File: src/rtl/mdu_iter_if.sv
// Request/result bundle between the ALU operand muxes, the hazard unit and mdu_iter.
interface mdu_iter_if #(
  parameter int WIDTH = 32
);
  logic             start;
  logic [2:0]       op;
  logic [WIDTH-1:0] SrcA;
  logic [WIDTH-1:0] SrcB;
  logic             busy;
  logic             done;
  logic [WIDTH-1:0] HI;
  logic [WIDTH-1:0] LO;

  modport master (output start, op, SrcA, SrcB, input busy, done, HI, LO);
  modport slave  (input start, op, SrcA, SrcB, output busy, done, HI, LO);
endinterface

File: src/rtl/mdu_iter.sv
// Iterative MULT/MULTU/DIV/DIVU unit, one bit per cycle, owning the architectural HI/LO registers.
// Signed operations run on magnitudes; signs are restored in the FIX state.
module mdu_iter #(
  parameter int WIDTH = 32,
  parameter int CNT_W = 5
) (
  input  logic        clk,
  input  logic        rst,
  mdu_iter_if.slave   bus
);

  localparam logic [1:0] IDLE = 2'd0;
  localparam logic [1:0] CALC = 2'd1;
  localparam logic [1:0] FIX  = 2'd2;

  localparam logic [2:0] OP_MULT  = 3'b000;
  localparam logic [2:0] OP_MULTU = 3'b001;
  localparam logic [2:0] OP_DIV   = 3'b010;
  localparam logic [2:0] OP_DIVU  = 3'b011;
  localparam logic [2:0] OP_MTHI  = 3'b100;
  localparam logic [2:0] OP_MTLO  = 3'b101;

  logic [1:0]         state_r;
  logic [CNT_W-1:0]   cnt_r;
  logic [WIDTH-1:0]   a_r;      // multiplicand or divisor magnitude
  logic [WIDTH-1:0]   rem_r;    // product high half or running remainder
  logic [WIDTH-1:0]   q_r;      // multiplier/product low half or dividend/quotient
  logic               is_div_r;
  logic               neg_q_r;
  logic               neg_r_r;
  logic               dz_r;
  logic               done_r;
  logic [WIDTH-1:0]   hi_r;
  logic [WIDTH-1:0]   lo_r;

  logic               signed_op_s;
  logic               a_neg_s;
  logic               b_neg_s;
  logic [WIDTH-1:0]   a_abs_s;
  logic [WIDTH-1:0]   b_abs_s;
  logic [WIDTH:0]     mul_sum_s;
  logic [WIDTH:0]     div_shift_s;
  logic [WIDTH:0]     div_diff_s;
  logic [WIDTH-1:0]   step_rem_s;
  logic [WIDTH-1:0]   step_q_s;
  logic [2*WIDTH-1:0] prod_s;
  logic [2*WIDTH-1:0] prod_fix_s;
  logic [WIDTH-1:0]   quo_fix_s;
  logic [WIDTH-1:0]   rmd_fix_s;
  logic [WIDTH-1:0]   fix_hi_s;
  logic [WIDTH-1:0]   fix_lo_s;

  assign bus.busy = (state_r != IDLE);
  assign bus.done = done_r;
  assign bus.HI   = hi_r;
  assign bus.LO   = lo_r;

  // Operand sign detection and magnitude extraction at the request port.
  always_comb begin
    signed_op_s = (bus.op == OP_MULT) || (bus.op == OP_DIV);
    a_neg_s     = signed_op_s & bus.SrcA[WIDTH-1];
    b_neg_s     = signed_op_s & bus.SrcB[WIDTH-1];
    if (a_neg_s) begin
      a_abs_s = -bus.SrcA;
    end else begin
      a_abs_s = bus.SrcA;
    end
    if (b_neg_s) begin
      b_abs_s = -bus.SrcB;
    end else begin
      b_abs_s = bus.SrcB;
    end
  end

  // One shift-add or restoring shift-subtract step.
  always_comb begin
    mul_sum_s   = {1'b0, rem_r} + ({1'b0, a_r} & {(WIDTH+1){q_r[0]}});
    div_shift_s = {rem_r, q_r[WIDTH-1]};
    div_diff_s  = div_shift_s - {1'b0, a_r};
    if (is_div_r) begin
      if (div_diff_s[WIDTH] == 1'b0) begin
        step_rem_s = div_diff_s[WIDTH-1:0];
        step_q_s   = {q_r[WIDTH-2:0], 1'b1};
      end else begin
        step_rem_s = div_shift_s[WIDTH-1:0];
        step_q_s   = {q_r[WIDTH-2:0], 1'b0};
      end
    end else begin
      step_rem_s = mul_sum_s[WIDTH:1];
      step_q_s   = {mul_sum_s[0], q_r[WIDTH-1:1]};
    end
  end

  // Sign correction of the finished magnitudes; a zero divisor forces an all-ones quotient.
  always_comb begin
    prod_s = {rem_r, q_r};
    if (neg_q_r) begin
      prod_fix_s = -prod_s;
      quo_fix_s  = -q_r;
    end else begin
      prod_fix_s = prod_s;
      quo_fix_s  = q_r;
    end
    if (dz_r) begin
      quo_fix_s = {WIDTH{1'b1}};
    end else begin
      quo_fix_s = quo_fix_s;
    end
    if (neg_r_r) begin
      rmd_fix_s = -rem_r;
    end else begin
      rmd_fix_s = rem_r;
    end
    if (is_div_r) begin
      fix_hi_s = rmd_fix_s;
      fix_lo_s = quo_fix_s;
    end else begin
      fix_hi_s = prod_fix_s[2*WIDTH-1:WIDTH];
      fix_lo_s = prod_fix_s[WIDTH-1:0];
    end
  end

  // Control FSM, iteration datapath and HI/LO registers.
  always_ff @(posedge clk or posedge rst) begin
    if (rst) begin
      state_r  <= IDLE;
      cnt_r    <= {CNT_W{1'b0}};
      a_r      <= {WIDTH{1'b0}};
      rem_r    <= {WIDTH{1'b0}};
      q_r      <= {WIDTH{1'b0}};
      is_div_r <= 1'b0;
      neg_q_r  <= 1'b0;
      neg_r_r  <= 1'b0;
      dz_r     <= 1'b0;
      done_r   <= 1'b0;
      hi_r     <= {WIDTH{1'b0}};
      lo_r     <= {WIDTH{1'b0}};
    end else begin
      done_r <= 1'b0;
      case (state_r)
        IDLE: begin
          if (bus.start) begin
            case (bus.op)
              OP_MULT, OP_MULTU: begin
                a_r      <= a_abs_s;
                q_r      <= b_abs_s;
                rem_r    <= {WIDTH{1'b0}};
                cnt_r    <= {CNT_W{1'b0}};
                is_div_r <= 1'b0;
                neg_q_r  <= a_neg_s ^ b_neg_s;
                neg_r_r  <= 1'b0;
                dz_r     <= 1'b0;
                state_r  <= CALC;
              end
              OP_DIV, OP_DIVU: begin
                a_r      <= b_abs_s;
                q_r      <= a_abs_s;
                rem_r    <= {WIDTH{1'b0}};
                cnt_r    <= {CNT_W{1'b0}};
                is_div_r <= 1'b1;
                neg_q_r  <= a_neg_s ^ b_neg_s;
                neg_r_r  <= a_neg_s;
                dz_r     <= (bus.SrcB == {WIDTH{1'b0}});
                state_r  <= CALC;
              end
              OP_MTHI: hi_r <= bus.SrcA;
              OP_MTLO: lo_r <= bus.SrcA;
              default: state_r <= IDLE;
            endcase
          end
        end
        CALC: begin
          rem_r <= step_rem_s;
          q_r   <= step_q_s;
          cnt_r <= cnt_r + {{(CNT_W-1){1'b0}}, 1'b1};
          if (cnt_r == {CNT_W{1'b1}}) begin
            state_r <= FIX;
          end
        end
        FIX: begin
          hi_r    <= fix_hi_s;
          lo_r    <= fix_lo_s;
          done_r  <= 1'b1;
          state_r <= IDLE;
        end
        default: state_r <= IDLE;
      endcase
    end
  end

endmodule
File: src/flat_wrapper.sv
// flat-port wrapper written by rule: the top's interface ports become plain ports
module mdu_iter_flat 
#(
  parameter int WIDTH = 32,
  parameter int CNT_W = 5
)
  (clk, rst, bus_start, bus_op, bus_SrcA, bus_SrcB, bus_busy, bus_done, bus_HI, bus_LO);
  mdu_iter_if #(.WIDTH(WIDTH)) bus_i ();
  input  logic clk;
  input  logic rst;
  input wire logic [$bits(bus_i.start)-1:0] bus_start;
  input wire logic [$bits(bus_i.op)-1:0] bus_op;
  input wire logic [$bits(bus_i.SrcA)-1:0] bus_SrcA;
  input wire logic [$bits(bus_i.SrcB)-1:0] bus_SrcB;
  output wire logic [$bits(bus_i.busy)-1:0] bus_busy;
  output wire logic [$bits(bus_i.done)-1:0] bus_done;
  output wire logic [$bits(bus_i.HI)-1:0] bus_HI;
  output wire logic [$bits(bus_i.LO)-1:0] bus_LO;
  assign bus_i.start = bus_start;
  assign bus_i.op = bus_op;
  assign bus_i.SrcA = bus_SrcA;
  assign bus_i.SrcB = bus_SrcB;
  assign bus_busy = bus_i.busy;
  assign bus_done = bus_i.done;
  assign bus_HI = bus_i.HI;
  assign bus_LO = bus_i.LO;
  mdu_iter #(.WIDTH(WIDTH), .CNT_W(CNT_W)) u_core (.clk(clk), .rst(rst), .bus(bus_i));
endmodule
File: config.mk
export PLATFORM = sky130hd
export DESIGN_NAME = mdu_iter_flat
export DESIGN_NICKNAME = d
export VERILOG_FILES = /design/src/rtl/mdu_iter_if.sv /design/src/rtl/mdu_iter.sv /design/src/flat_wrapper.sv
export SDC_FILE = /design/constraint.sdc
export NUM_CORES = 1
export LEC_CHECK = 0
export CAP_MARGIN = 10
export CELL_PAD_IN_SITES_DETAIL_PLACEMENT = 2
export CELL_PAD_IN_SITES_GLOBAL_PLACEMENT = 2
export CORE_MARGIN = 10
export CORE_UTILIZATION = 38
export DETAILED_ROUTE_END_ITERATION = 16
export GPL_TIMING_DRIVEN = 0
export PLACE_DENSITY_LB_ADDON = 0.1
export SYNTH_ARGS = -nofsm -noshare
export SYNTH_HDL_FRONTEND = slang
export SYNTH_SLANG_ARGS = --single-unit
File: constraint.sdc
create_clock -name clk -period 14.5 [get_ports clk]
set_clock_uncertainty 0.05 [all_clocks]
set_input_delay 1.45 -clock clk [delete_from_list [all_inputs] [get_ports clk]]
set_output_delay 1.45 -clock clk [all_outputs]
set_load 0.05 [all_outputs]
-- Yosys cells after proc, flatten, opt, wreduce, memory -nomap -nowiden
Cells that the tools add are included.
- register bits after elaboration: 172
- output and inout bits: 66
- input port bits: 70
- logic and storage cells: 94
- reductions and logical operators: 19
- bitwise gates (word level): 4
- eq/ne operators: 15
- multiplexer cells: 36
- $add $sub $neg: 8
- operators by type and width (kind ; count):
    32-bit two-way mux ; 17
    32-bit case mux with 2 select lines ; 6
    32-bit negation ; 4
    64-bit two-way mux ; 1
    64-bit negation ; 1
    32-bit by 33-bit adder with 33-bit output ; 1
    32-bit by 33-bit AND with 33-bit output ; 1
    33-bit by 32-bit subtractor with 33-bit output ; 1
    32-bit logical NOT ; 1
    3-bit AND reduction ; 7
    5-bit two-way mux ; 2
    2-bit != test (second input constant) ; 5
    5-bit case mux with 2 select lines ; 1
    2-bit case mux with 2 select lines ; 2
    2-bit nonzero test ; 4
    3-bit by 2-bit == test with 1-bit output (second input constant) ; 2
    3-bit == test (second input constant) ; 2
    1-bit case mux with 2 select lines ; 3
    2-bit OR reduction ; 3
    5-bit by 1-bit adder with 5-bit output (second input constant) ; 1
    5-bit == test (second input constant) ; 1
    2-bit two-way mux ; 2
    4-bit OR reduction ; 1
    3-bit by 1-bit == test with 1-bit output (second input constant) ; 1
    10 further kinds ; 12

-- Depth between registers and ports, before layout
Gate-level depths: netlist of run 1.
- depth after elaboration: 7
- depth in mapped cells: 14
- gate-level depth less buffers: 13

-- Least setup slack after synthesis of run 1
No wires, ideal clock.
- path kind: input -> register
- start point: input port bus_SrcB[8]
- end point: register u_core.q_r[23]
- arrival: 3.696 ns
- path slack: 10.689 ns
- setup time: 0.065 ns
- stages on the path: 8
- cell sequence: or4_4 > or4_4 > or3_4 > nor4_4 > a31oi_1 > xnor2_1 > a211oi_1 > o22a_1
- word-level cells in the longest chain between the ends: 5
- RTL lines (element ; line ; text):
    start, declared ; flat_wrapper.sv:14 ; input wire logic [$bits(bus_i.SrcB)-1:0] bus_SrcB;
    32-bit negation ; mdu_iter.sv:69 ; b_abs_s = -bus.SrcB;
    32-bit two-way mux ; mdu_iter.sv:68 ; if (b_neg_s) begin
    32-bit case mux with 2 select lines ; mdu_iter.sv:143 ; case (bus.op)
    32-bit two-way mux ; mdu_iter.sv:142 ; if (bus.start) begin
    32-bit case mux with 2 select lines ; mdu_iter.sv:140 ; case (state_r)
    end signal, assigned ; mdu_iter.sv:130 ; q_r <= {WIDTH{1'b0}};
    end signal, assigned ; mdu_iter.sv:146 ; q_r <= b_abs_s;
    end signal, assigned ; mdu_iter.sv:157 ; q_r <= a_abs_s;
    end, declared ; mdu_iter.sv:27 ; logic [WIDTH-1:0] q_r;
Every way passes these cells. The select of a mux whose other input is x is not followed.
A chain may end at the register's enable or synchronous reset.

-- Worst setup path in the final report of run 1
- start point: register u_core.q_r[0]
- end point: register u_core.rem_r[25]
- word-level cells in the longest chain between the ends: 4
- RTL lines (element ; line ; text):
    32-bit by 33-bit AND with 33-bit output ; mdu_iter.sv:77 ; mul_sum_s = {1'b0, rem_r} + ({1'b0, a_r} & {(WIDTH+1){q_r[0]}});
    32-bit by 33-bit adder with 33-bit output ; mdu_iter.sv:77 ;
    32-bit two-way mux ; mdu_iter.sv:80 ; if (is_div_r) begin
    32-bit case mux with 2 select lines ; mdu_iter.sv:140 ;
    end signal, assigned ; mdu_iter.sv:129 ; rem_r <= {WIDTH{1'b0}};
    end signal, assigned ; mdu_iter.sv:147 ; rem_r <= {WIDTH{1'b0}};
    end signal, assigned ; mdu_iter.sv:158 ; rem_r <= {WIDTH{1'b0}};
    end, declared ; mdu_iter.sv:26 ; logic [WIDTH-1:0] rem_r;
Every way passes these cells.

==> reports/metrics.yaml, run 1 <==
outcome: "completed"
ir_worst_vdd_mv: 0.132
synth_cell_type_count: 82
worstPathCellList: "inv_1 -> clkbuf_1 -> nor2_1 -> ha_1 -> nor2b_1 -> o311a_1 -> or4_1 -> a31o_2 -> a311oi_2 -> o21bai_1 -> xor2_1 -> a22oi_1 -> o211ai_1"
worstSetupPathType: "reg -> reg"
synth_edf_count: 0
cts.clk_slew.worst_paths_ps: 70
totalWireLength_mm: 75.4
clock_sinks: 172
rsz0062_at_grt: "false"
cts.repair.resized: 0
via_count: 16100
drc_errors: 0
cp_max_fo: 10
post-route-util_pct: 45.2
slew_violations: 0
layout_min_cycle_time_ps: 5060
cp.required_ps: 14760
reg2reg_from: "u_core.q_r[0]$_DFFE_PP0P_"
yosysWarnings: 0
drive_above_1_share_pct: 3.98
fin_cells: 2555
syn_nets: 2013
ios: 136
leakagePower_uw: 0.00730
postCtsSetupBuffers: 0
yosys-top-cells-area: "dfrtp_1 (29%), o21ai_0 (6.4%), xnor2_1 (6.0%), ha_1 (5.9%), nand2_1 (5.5%)"
grt_antenna_before_repair: 0
start_kind: "register"
cellPowerDensity_nw_per_um2: 296
avgViaCountPerCell: 6.31
async_flop_share_pct: 100
crit_path_end_kind: "register"
grt_pass1_wl_mm: 112
p_int_uw: 2290
clk-insertion-delay-late_ps: 470
clk_path_buf_depth: 2
dieArea_um2: 47100
track_usage_pct: 31.4
ys_seq_area_share_pct: 29.1
rrSetupSlack_ps: 9440
r2r_cells: 13
seqPwrFrac_pct: 20.4
die_x_um: 217
min_path_type: "reg -> reg"
postCtsHoldBufs: 0
synth_top_area_cell: "dfrtp_1"
ys_ff_latch: 172
io_buffers: 133
synthFlopType: "dfrtp_1"
grt_overflow: 0
diodes: 0
synth.top_cell.area_share_pct: 29.1
gp_congestion: 0.965
crit_path_start: "u_core.q_r[0]$_DFFE_PP0P_"
syn_inst: 1871
core_area_um2: 38600
worst_pin_slew_ps: 1260
cts_root_buf: "clkbuf_16"
start_util_pct: 38.3
post-route-period-util_pct: 34.9
fin_setup_tns_ps: 0
nNetsFinal: 2166
rows: 72
r2r_end: "u_core.rem_r[25]$_DFFE_PP0P_"
htree_levels: 4
drt-wirelength-per-cell_um: 29.5
numCtsBuffers: 17
endpoint: "u_core.rem_r[25]$_DFFE_PP0P_"
synth_area_um2: 14800
syn_avg_cell_area_um2: 7.89
slew_headroom_pct: 15.2
crit_arrival_ps: 5320
drtIter0Drc: 1433
dp.final_hpwl_mm: 59.3
cts_tree: "yes"
grt_start_max_net_pins: 121
firstDrtPassIters: 5
hold_violations: 0
comb_power_share_pct: 69.2
syn_to_final_growth_pct: 18.0
drv_cap: 0
grt_pass1_vias: 17000
slowest_stage: "or4_1"
ant_nets: 0
p_clk_share_pct: 10.4
slowest_delay_ps: 630
placed_cells: 2523
max_freq_mhz: 198
p_switching_uw: 2880
die_h_um: 217
swShare_pct: 55.7
final-setup-viol-count: 0
-- routing by layer --
| layer | vias to the layer above | track usage, % | part of all wire (%) |
|---|---|---|---|
| met1 | 8270 | 42.1 | 44 |
| met3 | 122 | 6.20 | 7.5 |
| li1 | 7089 | - | - |
| met4 | 0 | 10.7 | 3.2 |
| met2 | 651 | 49.4 | 45 |
| met5 | - | 0 | 0 |
-- cell type report --
cell class	instances	area, um2
Sequential cell	172	4300
Multi-Input combinational cell	1514	9760
Buffer	111	429
Inverter	74	285
Clock inverter	13	208
Clock buffer	19	443
Timing Repair Buffer	134	1360
Fill cell	4469	21100
Tap cell	518	648
-- layout by cell type, fill, tap and decap left out, types with 11 or more instances in the layout --
master           count
o211ai_1            33
nand2b_1            13
a22oi_1             17
and2_1              14
clkbuf_1            94
inv_1               72
mux2i_1             51
clkbuf_16           17
o22ai_1             28
nor2_1             157
nor4_1              14
clkdlybuf4s50_1    133
a211oi_1            19
dfrtp_1            172
ha_1                70
xnor2_1            101
o31ai_1             21
o21ai_0            190
nor3_1              38
a31oi_1             30
o21ai_1             11
nand2_1            215
and3_1              12
a21o_1              39
nand3_1             26
xor2_1              67
o221ai_1            12
a21oi_1            156
-- power by group through the flow --
stage               sequential, uW  clock [uW]  combinational [uW]
global route                  1070         556                3870
finish                        1050         535                3580
floorplan                     1180           0                2110
CTS                           1040         534                3530
global placement              1020           0                3350
detailed placement            1040           0                3480
-- logic make-up after synthesis --
family	count (synthesis)	synth area share [%]
simple gates	557	17.6
mux	60	4.14
xor+xnor	168	9.96
flops	172	29.1
fa+ha+maj	72	6.20
buf+inv	185	4.79
compound gates	657	28.1
-- stage by stage --
step	total power [uW]	setup slack (ps)	hold WS [ps]	instance area [um2]
floorplan	3300	8340	400	14800
global placement	4370	5560	411	16700
detailed placement	4520	9480	422	16800
CTS	5100	9570	438	17400
global route	5500	9210	463	17400
finish	5170	9440	436	17400
-- critical path: cells and delay by family, from the launching register on --
family / cells / cell delay, ps
compound gates: 6 / 1860
xor+xnor: 1 / 160
fa+ha+maj: 1 / 400
buf+inv: 2 / 910
flops: 1 / 510
simple gates: 3 / 990
-- worst min-delay path by stage --
stage	startpoint	to	slack, ps	depth (start not counted)
final	u_core.a_r[16]$_DFFE_PP0P_	u_core.a_r[16]$_DFFE_PP0P_	440	2
after detailed placement	u_core.a_r[16]$_DFFE_PP0P_	u_core.a_r[16]$_DFFE_PP0P_	420	2
after global routing	u_core.bus.LO[17]$_DFFE_PP0P_	u_core.bus.LO[17]$_DFFE_PP0P_	460	2
after global placement	u_core.bus.LO[20]$_DFFE_PP0P_	u_core.bus.LO[20]$_DFFE_PP0P_	410	1
after CTS	u_core.a_r[16]$_DFFE_PP0P_	u_core.a_r[16]$_DFFE_PP0P_	440	2
after floorplan	u_core.a_r[10]$_DFFE_PP0P_	u_core.a_r[10]$_DFFE_PP0P_	400	2
-- synth_stat cells (9+ instances only) --
cell type and instances:
nand2_1 215, o21ai_0 190, dfrtp_1 172, nor2_1 157
a21oi_1 156, xnor2_1 101, clkbuf_1 93, inv_1 73
ha_1 70, xor2_1 67, mux2i_1 51, a21o_1 39
nor3_1 38, o211ai_1 33, a31oi_1 30, o22ai_1 28
nand3_1 26, o31ai_1 21, a211oi_1 19, a22oi_1 17
and2_1 14, nor4_1 14, nand2b_1 13, and3_1 12
o221ai_1 12, o21ai_1 11, buf_1 10, nor2b_1 10
o21a_1 10, o22a_1 10, mux2_2 9, o41ai_1 9
or4_1 9
-- flip-flops by register name, indices dropped and copies added, names as in the netlist --
| name | count |
|---|---|
| u_core.rem_r | 32 |
| u_core.bus.LO | 32 |
| u_core.q_r | 32 |
| u_core.neg_q_r | 1 |
| u_core.state_r | 2 |
| u_core.bus.done | 1 |
| u_core.bus.HI | 32 |
| u_core.dz_r | 1 |
| u_core.is_div_r | 1 |
| u_core.cnt_r | 5 |
| u_core.neg_r_r | 1 |
| u_core.a_r | 32 |
No activity file was read; power rests on OpenSTA's default activity.
==> inputs of run 2 (changes only) <==
CORE_UTILIZATION = 32   (was 38)
clock period = 4.1 ns   (was 14.5 ns; I/O delays follow)
==> run 2 against run 1 <==
  * Cell area increased by 1.9%
  * Critical endpoint is now u_core.rem_r[23]$_DFFE_PP0P_
  * First-iteration DRC count fell by 13%
  * Highest routed layer unchanged
  * Total power grew to 3.5 times the previous value
  * Non-clock buffer count is 14 higher
  * Final cell count up 3.8%
  * Die area up 17%
  * Wire length shrank 2.2%
  * Via count decreased by 3.2%
  * Register-to-register slack worse by 9300 ps
  * Largest power group unchanged
  * Sequential cell count stayed put
  * Sequential power grew to 3.5 times the previous value
==> reports/metrics.yaml, run 2 (same netlist as run 1, synthesis figures left out) <==
outcome: "completed"
nNetsFinal: 2180
start_kind: "register"
slew_violations: 0
ios: 136
firstDrtPassIters: 5
grt_antenna_before_repair: 0
worst_pin_slew_ps: 1040
fillCellCount: 5278
numCtsBuffers: 17
worstSetupPathType: "reg -> reg"
ant_nets: 0
p_switching_uw: 9940
p_int_uw: 8180
crit_arrival_ps: 4340
post-route-period-util_pct: 97.6
cts.clk_slew.worst_paths_ps: 70
max_freq_mhz: 250
drive_above_1_share_pct: 5.71
gp_congestion: 0.901
grt_pass1_wl_mm: 111
fin_cells: 2651
die_x_um: 235
clk-insertion-delay-late_ps: 500
stdcell_area_um2: 17800
cp_max_fo: 10
final_cell_mix: "nand2_1 (214), o21ai_0 (190), dfrtp_1 (169), nor2_1 (157), a21oi_1 (153)"
io_buffers: 133
cellPowerDensity_nw_per_um2: 1020
slowest_stage: "or4_4"
final-setup-viol-count: 0
start_util_pct: 32.5
totalWireLength_mm: 73.8
postCtsHoldBufs: 0
crit_path_start: "u_core.q_r[0]$_DFFE_PP0P_"
swShare_pct: 54.9
crit_path_end_kind: "register"
seqCellArea_um2: 4310
cts_tree: "yes"
r2r_cells: 14
drtIter0Drc: 1242
clk_path_buf_depth: 2
grt_start_max_net_pins: 37
core_area_um2: 45500
comb_power_share_pct: 69.7
layout_min_cycle_time_ps: 4000
min_path_type: "in -> async"
r2r_end: "u_core.rem_r[23]$_DFFE_PP0P_"
grt_overflow: 0
cp.required_ps: 4430
hold_violations: 0
worstPathCellList: "clkinvlp_4 -> buf_8 -> nor2_1 -> ha_1 -> nor2b_2 -> o311a_4 -> or4_4 -> a31o_2 -> a311oi_4 -> buf_6 -> mux2i_1 -> a31oi_1 -> a21oi_1 -> nand3_1"
slowest_delay_ps: 560
place_ws_ps: -867
seqPwrFrac_pct: 20.4
drc_errors: 0
reg2reg_from: "u_core.q_r[0]$_DFFE_PP0P_"
dp.final_hpwl_mm: 59.5
whs_ps: 167
ir_worst_vdd_mv: 0.471
track_usage_pct: 26.1
drt-wirelength-per-cell_um: 27.8
placed_cells: 2609
via_count: 15600
rows: 78
place_area_um2: 17000
dieArea_um2: 55100
syn_to_final_growth_pct: 20.3
multi_input_area_um2: 9840
leakagePower_uw: 0.00737
rrSetupSlack_ps: 100
drv_cap: 0
grt_pass1_vias: 16800
die_h_um: 235
htree_levels: 4
timing.final.ws_setup_ps: 96.5
slew_headroom_pct: 30.6
layout_commonest_cell: "nand2_1"
endpoint: "u_core.rem_r[23]$_DFFE_PP0P_"
clock_sinks: 172
power_uw: 18100
cts_root_buf: "clkbuf_16"
avgViaCountPerCell: 5.89
p_clk_share_pct: 9.9
run 2: cell types whose count changed in the layout (fill, tap and decap cells not counted), sizes merged:
cell	before	now
diode	0	1
bufinv	4	3
clkbuf	112	113
inv	77	71
clkinvlp	0	5
clkinv	6	5
buf	19	34
run 2: power by group through the flow:
stage | Combinational, uW | Clock [uW] | Sequential [uW]
6_report | 12600 | 1800 | 3700
5_1_grt | 13800 | 1890 | 3790
4_1_cts | 12400 | 1830 | 3680
3_5_place_dp | 12200 | 0 | 3680
3_3_place_gp | 11800 | 0 | 3630
2_1_floorplan | 7480 | 0 | 4180
run 2: critical path: cells and delay by family (launching register included):
family                   cells  cell delay [ps]
buffers and inverters        3              620
AO/OA/AOI/OAI                5             1350
multiplexers                 1              190
AND/OR/NAND/NOR              4              940
flip-flops                   1              460
adder cells (fa/ha/maj)      1              270
run 2: how the worst min path moves through the flow:
stage	startpoint	end	slack [ps]	cells past startpoint
2_1_floorplan	u_core.a_r[10]$_DFFE_PP0P_	u_core.a_r[10]$_DFFE_PP0P_	400	2
3_3_place_gp	u_core.bus.LO[20]$_DFFE_PP0P_	u_core.bus.LO[20]$_DFFE_PP0P_	410	1
3_5_place_dp	u_core.bus.LO[20]$_DFFE_PP0P_	u_core.bus.LO[20]$_DFFE_PP0P_	420	1
4_1_cts	rst	u_core.bus.LO[19]$_DFFE_PP0P_	150	2
5_1_grt	rst	u_core.bus.LO[19]$_DFFE_PP0P_	180	2
6_report	rst	u_core.bus.LO[16]$_DFFE_PP0P_	170	2
run 2: what timing repair did:
action / 4_1_cts / 5_1_grt
setup buffers: 3 / 8
gates resized for setup: 18 / 14
pin swaps: 1 / 2
endpoints found under the setup margin: 33 / 35
run 2: metal layers:
layer	track usage (%)	share of wire [%]	routed length, um	vias up
li1	-	-	-	7126
met1	34.7	46	34000	7991
met2	41.6	46	33800	407
met3	3.94	4.6	3400	88
met4	10.3	3.6	2630	0
met5	0	0	0	-
run 2: through the flow:
step,setup TNS (ps),utilization (%)
after floorplan,0,-
after global placement,-77640,37.1
after detailed placement,-15540,37.3
after CTS,0,38.8
after global routing,-14.4,39.0
final,0,39.1
run 2: final cells by class:
class / instances / area share [%]
Tap cell: 600 / 4.23
Timing Repair Buffer: 149 / 8.55
Inverter: 74 / 1.61
Multi-Input combinational cell: 1514 / 55.4
Clock buffer: 21 / 2.65
Sequential cell: 172 / 24.3
Clock inverter: 10 / 0.789
Antenna cell: 1 / 0.0141
Buffer: 110 / 2.51
==> variant 1 (settings of run 1) <==
Reset style: synchronous (`rst`), changed in one clocked block.
--- a/src/rtl/mdu_iter.sv
+++ b/src/rtl/mdu_iter.sv
@@ -123,3 +123,3 @@
   // Control FSM, iteration datapath and HI/LO registers.
-  always_ff @(posedge clk or posedge rst) begin
+  always_ff @(posedge clk) begin
     if (rst) begin
Behaviour: differs if rst is asserted again (counterexample within 4 cycles, from zero or initial values and one cycle with rst high); with rst held inactive, the same outputs for 4 cycles.
==> variant 1 against run 1 <==
- final area barely moved
- setup slack improved by 0.24 ns
- sequential cell count stayed put
- worst hold slack worse by 0.032 ns
- fmax is 4.9% higher
- wire length rose by 7.6%
- critical path depth is 3 lower
- area after synthesis rose by 0.96%
- global-route usage increased by 2.2 points
- synthesized cell count grew 9.5%
- first-iteration DRC count is 1.2% lower
- critical endpoint is now u_core.q_r[25]
- highest routed layer is now met5
Power is left out: it rests on default switching activity, and per cell area and clock period it moved more than threefold.
==> variant 1: results (changes against run 1) <==
| Metric | Value |
|---|---|
| Place WS | 9.336 ns (-0.1448 ns) |
| Worst-Margin Slew | 1.072 ns (-0.1887 ns) |
| WHS | 0.4037 ns (-0.03199 ns) |
| Port Buf Inserts | 128 (-3.8%) |
| Final GP Congestion | 0.9643 (about the same) |
| CP max stage delay | 0.70 ns (+0.07 ns) |
| Status | completed |
| Critical R2R Capture | u_core.rem_r[20] |
| Ys flop type | dfxtp_1 |
| Placeable core area | 38740 um2 (+0.47%) |
| Top cells by count, synth | 214 x nand2_1, 211 x nor2_1, 199 x a21oi_1, 172 x dfxtp_1, 145 x o21ai_0 |
| Layout cell share with drive strength beyond 1 | 3.529% (-0.45 points) |
| Cells after Synth | 2048 (+9.5%) |
| Total number of sequential cells | 172 (unchanged) |
| WL met1 | 33810 um (+0.80%) |
| Pre-antenna DRT Iters | 6 (+1) |
| Multi-input combinational area share | 61.01% (+5.0 points) |
| Critical path's top delay family | simple AND/OR/NAND/NOR gates |
| Reg2Reg Setup Slack | 9.95 ns (+0.51 ns) |
| Met1 usage | 41.47% (-0.62 points) |
| Non-Clock Buffer Count | 272 (+11%) |
| DR WL met3 | 4674 um (-18%) |
| Vias in the first global route | 18060 (+6.2%) |
| Clock Network Area Fraction | 3.414% (-0.32 points) |
| Uppermost layer routed | met5 |
| Initial antenna violation count | 1 (+1) |
| Data arrival, critical path | 5.20 ns (-0.12 ns) |
| Number of fill cells in the layout | 4576 (+2.4%) |
| Routed len/inst | 29.75 um (+0.80%) |
| Non-clk invs | 71 (-4.1%) |
| Ant diodes | 0 (unchanged) |
| NonClk Buf Share | 10.59% (+0.33 points) |
| Met2 Usage GRT | 55.12% (+5.8 points) |
| Initial drt markers | 1416 (-1.2%) |
| Vias per std cell | 6.387 (+1.2%) |
| Dpl cells | 2695 (+6.8%) |
| Slowest CP cell | nor4_2 |
| Post-Syn Nets | 2190 (+8.8%) |
| Synth cell types | 78 (-4.9%) |
| DP HPWL | 65120 um (+9.9%) |
| Total number of vias | 17430 (+8.0%) |
| Final Net Count | 2339 (+8.0%) |
| HP Start | u_core.a_r[7] |
| Hold Path End | u_core.a_r[7] |
| Crit-path max FO | 7 (-3) |
| All-Layer GR Usage | 33.52% (+2.2 points) |
| Multi-input combinational gate total | 1663 (+9.8%) |
| Fin util | 45.03% (-0.18 points) |
| Top area cells in the synthesized netlist | dfxtp_1 23%, a21oi_1 6.7%, xnor2_1 6.2% |
| CLK BUF | 18 (-1) |
| Largest net degree at the start of global routing | 17 (-86%) |
| Sequential-to-total area share from yosys stat | 23.10% (-6.1 points) |
| Met2 Routed Length | 38320 um (+13%) |
| Critical path launch point | bus_SrcA[9] |
| R2R Path Start | u_core.q_r[31] |
| First-pass GRT wire length | 120300 um (+7.2%) |
| Asr flop ratio synth | 0% (-100 points) |
| Later-pin clock latency in the skew report | 0.51 ns (+0.04 ns) |
| Sequential cell area share | 19.74% (-5.0 points) |
| Crit path capture | u_core.q_r[25] |
==> variant 1: changes by cell type in the layout (fill, tap and decap cells not counted), moves of 10 or more <==
cell,before,now
nor3_1,38,59
nand4_1,6,16
a31oi_1,30,17
dfxtp_1,0,172
a211oi_1,19,47
o22a_1,10,0
o221ai_1,12,33
o211ai_1,33,57
dfrtp_1,172,0
clkbuf_1,94,122
o21ai_0,190,145
a21oi_1,156,199
nor2_1,157,211
nand2b_1,13,24
==> variant 1: cells by family after synthesis <==
logic type | after synthesis | synth area share [%]
flops | 172 | 23.10
compound gates | 713 | 31.03
fa+ha+maj | 72 | 6.144
buf+inv | 213 | 5.514
simple gates | 657 | 20.73
mux | 57 | 3.852
xor+xnor | 164 | 9.635
==> variant 1: worst min-delay path, cell delays in order, from the launching register on <==
cell,delay (ns)
dfxtp_1,0.31
nand2_1,0.05
a21oi_1,0.05
==> variant 2 (flow settings as in run 1) <==
Without the edit above. `WIDTH` is set to 32 in 3 places; all go to 48.
--- a/src/rtl/mdu_iter_if.sv
+++ b/src/rtl/mdu_iter_if.sv
@@ -2,3 +2,3 @@
 interface mdu_iter_if #(
-  parameter int WIDTH = 32
+  parameter int WIDTH = 48
 );
--- a/src/rtl/mdu_iter.sv
+++ b/src/rtl/mdu_iter.sv
@@ -3,3 +3,3 @@
 module mdu_iter #(
-  parameter int WIDTH = 32,
+  parameter int WIDTH = 48,
   parameter int CNT_W = 5
--- a/src/flat_wrapper.sv
+++ b/src/flat_wrapper.sv
@@ -3,3 +3,3 @@
 #(
-  parameter int WIDTH = 32,
+  parameter int WIDTH = 48,
   parameter int CNT_W = 5
Interface: changed (resized bus_HI, bus_LO, bus_SrcA and bus_SrcB); port bits go from 136 to 200. No check against the original RTL was run, so the function may have changed too.
==> variant 2 against run 1 <==
- setup slack lost 2.1 ns
- sequential cell count grew 80
- fmax shrank 30%
- first-iteration DRC count grew 50%
- total power grew 49%
- area after synthesis grew 49%
- final area grew 50%
- wire length grew 62%
- critical path type unchanged
==> variant 2: results (changes against run 1) <==
| Metric | Value |
|---|---|
| Worst Hold Depth | 1 (-1) |
| Critical R2R Capture | u_core.rem_r[42] |
| Initial antenna violation count | 3 (+3) |
| Met2 Usage GRT | 54.70% (+5.3 points) |
| Max Root-Sink Buffers | 3 (+1) |
| Met2 Routed Length | 55330 um (+64%) |
| Sequential-to-total area share from yosys stat | 28.69% (-0.45 points) |
| Initial drt markers | 2155 (+50%) |
| HP Start | u_core.bus.LO[24] |
| Leakage | 10.61 nW (+45%) |
| Uppermost layer routed | met5 |
| Critical path launch point | u_core.q_r[0] |
| VDD IR-drop max | 0.0001600 V (+21%) |
| Status | completed |
| Vias per std cell | 6.397 (+1.3%) |
| Total number of vias | 24850 (+54%) |
| Met1 usage | 44.19% (+2.1 points) |
| Dpl cells | 3822 (+51%) |
| Top area cells in the synthesized netlist | dfrtp_1 29%, a21oi_1 7.2%, o21ai_0 7.0% |
| Layout cell share with drive strength beyond 1 | 3.207% (-0.77 points) |
| Setup bufs post-CTS | 0 (unchanged) |
| Post_cts resized | 0 (unchanged) |
| M3 GR Usage | 8.229% (+2.0 points) |
| Asr flop ratio synth | 100.0% (unchanged) |
| Later-pin clock latency in the skew report | 0.56 ns (+0.09 ns) |
| Final worst path period share | 49.61% (+15 points) |
| WL met1 | 51160 um (+53%) |
| Top cells by count, synth | 326 x nand2_1, 316 x a21oi_1, 306 x o21ai_0, 252 x dfrtp_1, 252 x nor2_1 |
| Number of fill cells in the layout | 6607 (+48%) |
| H-tree Lvls | 2 (-2) |
| Cells after Synth | 2858 (+53%) |
| Slew headroom | 6.728% (-8.5 points) |
| R2R depth | 16 (+3) |
| All-Layer GR Usage | 34.78% (+3.4 points) |
| Port Buf Inserts | 197 (+48%) |
| EDFF count, synth | 0 (unchanged) |
| Slowest CP cell | o31ai_2 |
| Vias in the first global route | 26460 (+56%) |
| Post-Syn Nets | 3064 (+52%) |
| First-pass GRT wire length | 176200 um (+57%) |
| Cts bufs inserted | 35 (+18) |
| Place WS | 7.477 ns (-2.004 ns) |
| Data arrival, critical path | 7.55 ns (+2.23 ns) |
| Hold Crit Class | flip-flop to flip-flop |
| Final Net Count | 3302 (+52%) |
| DR WL met3 | 9263 um (+63%) |
| Routed len/inst | 31.39 um (+6.4%) |
| Synth cell types | 83 (+1.2%) |
| DP HPWL | 96390 um (+63%) |
| CP max stage delay | 1.02 ns (+0.39 ns) |
| Pre-antenna DRT Iters | 5 (unchanged) |
| Reg2Reg Setup Slack | 7.31 ns (-2.14 ns) |
| CTS root buf | clkbuf_16 |
| Final GP Congestion | 0.9843 (+2.0%) |
| Hold Path End | u_core.bus.LO[24] |
| Largest net degree at the start of global routing | 116 (-4.1%) |
| Placed cell area | 24970 um2 (+49%) |
[variant 2: cell count changes after synthesis, moves of 64 or more]
cell / before / now
a21oi_1: 156 / 316
o21ai_0: 190 / 306
nand2_1: 215 / 326
nor2_1: 157 / 252
dfrtp_1: 172 / 252
clkbuf_1: 93 / 157
[variant 2: area by class of cell]
| type | instances | share of cell area, % |
|---|---|---|
| multi-input combinational | 2316 | 55.65 |
| tap | 765 | 3.661 |
| buffer | 189 | 2.843 |
| timing repair buffer | 201 | 7.868 |
| clock buffer | 52 | 4.025 |
| sequential | 252 | 24.12 |
| clock inverter | 7 | 0.3398 |
| antenna | 2 | 0.01914 |
| inverter | 101 | 1.479 |
[variant 2: stage by stage]
step / total power [W] / hold WS (ns) / util (%)
3_5_place_dp: 0.006632 / 0.4163 / 43.44
5_1_grt: 0.008152 / 0.4421 / 45.48
4_1_cts: 0.007602 / 0.4280 / 45.43
2_1_floorplan: 0.004789 / 0.3998 / -
6_report: 0.007708 / 0.4260 / 45.49
3_3_place_gp: 0.006390 / 0.4137 / 43.33
[variant 2: report_power, final]
part           switching [W]  internal, W  total, W
Combinational        0.00344      0.00183   0.00527
Sequential          0.000474      0.00106   0.00153
Clock               0.000372     0.000535  0.000907
[variant 2: cells by family (layout without fill, tap and decap cells)]
| kind of cell | after synthesis | count (layout) | synth area share, % |
|---|---|---|---|
| flops | 252 | 252 | 28.69 |
| fa+ha+maj | 104 | 104 | 5.989 |
| compound gates | 1001 | 1001 | 27.83 |
| other cells | 0 | 2 | 0 |
| mux | 85 | 85 | 3.900 |
| buf+inv | 290 | 550 | 5.107 |
| simple gates | 865 | 865 | 18.08 |
| xor+xnor | 261 | 261 | 10.40 |
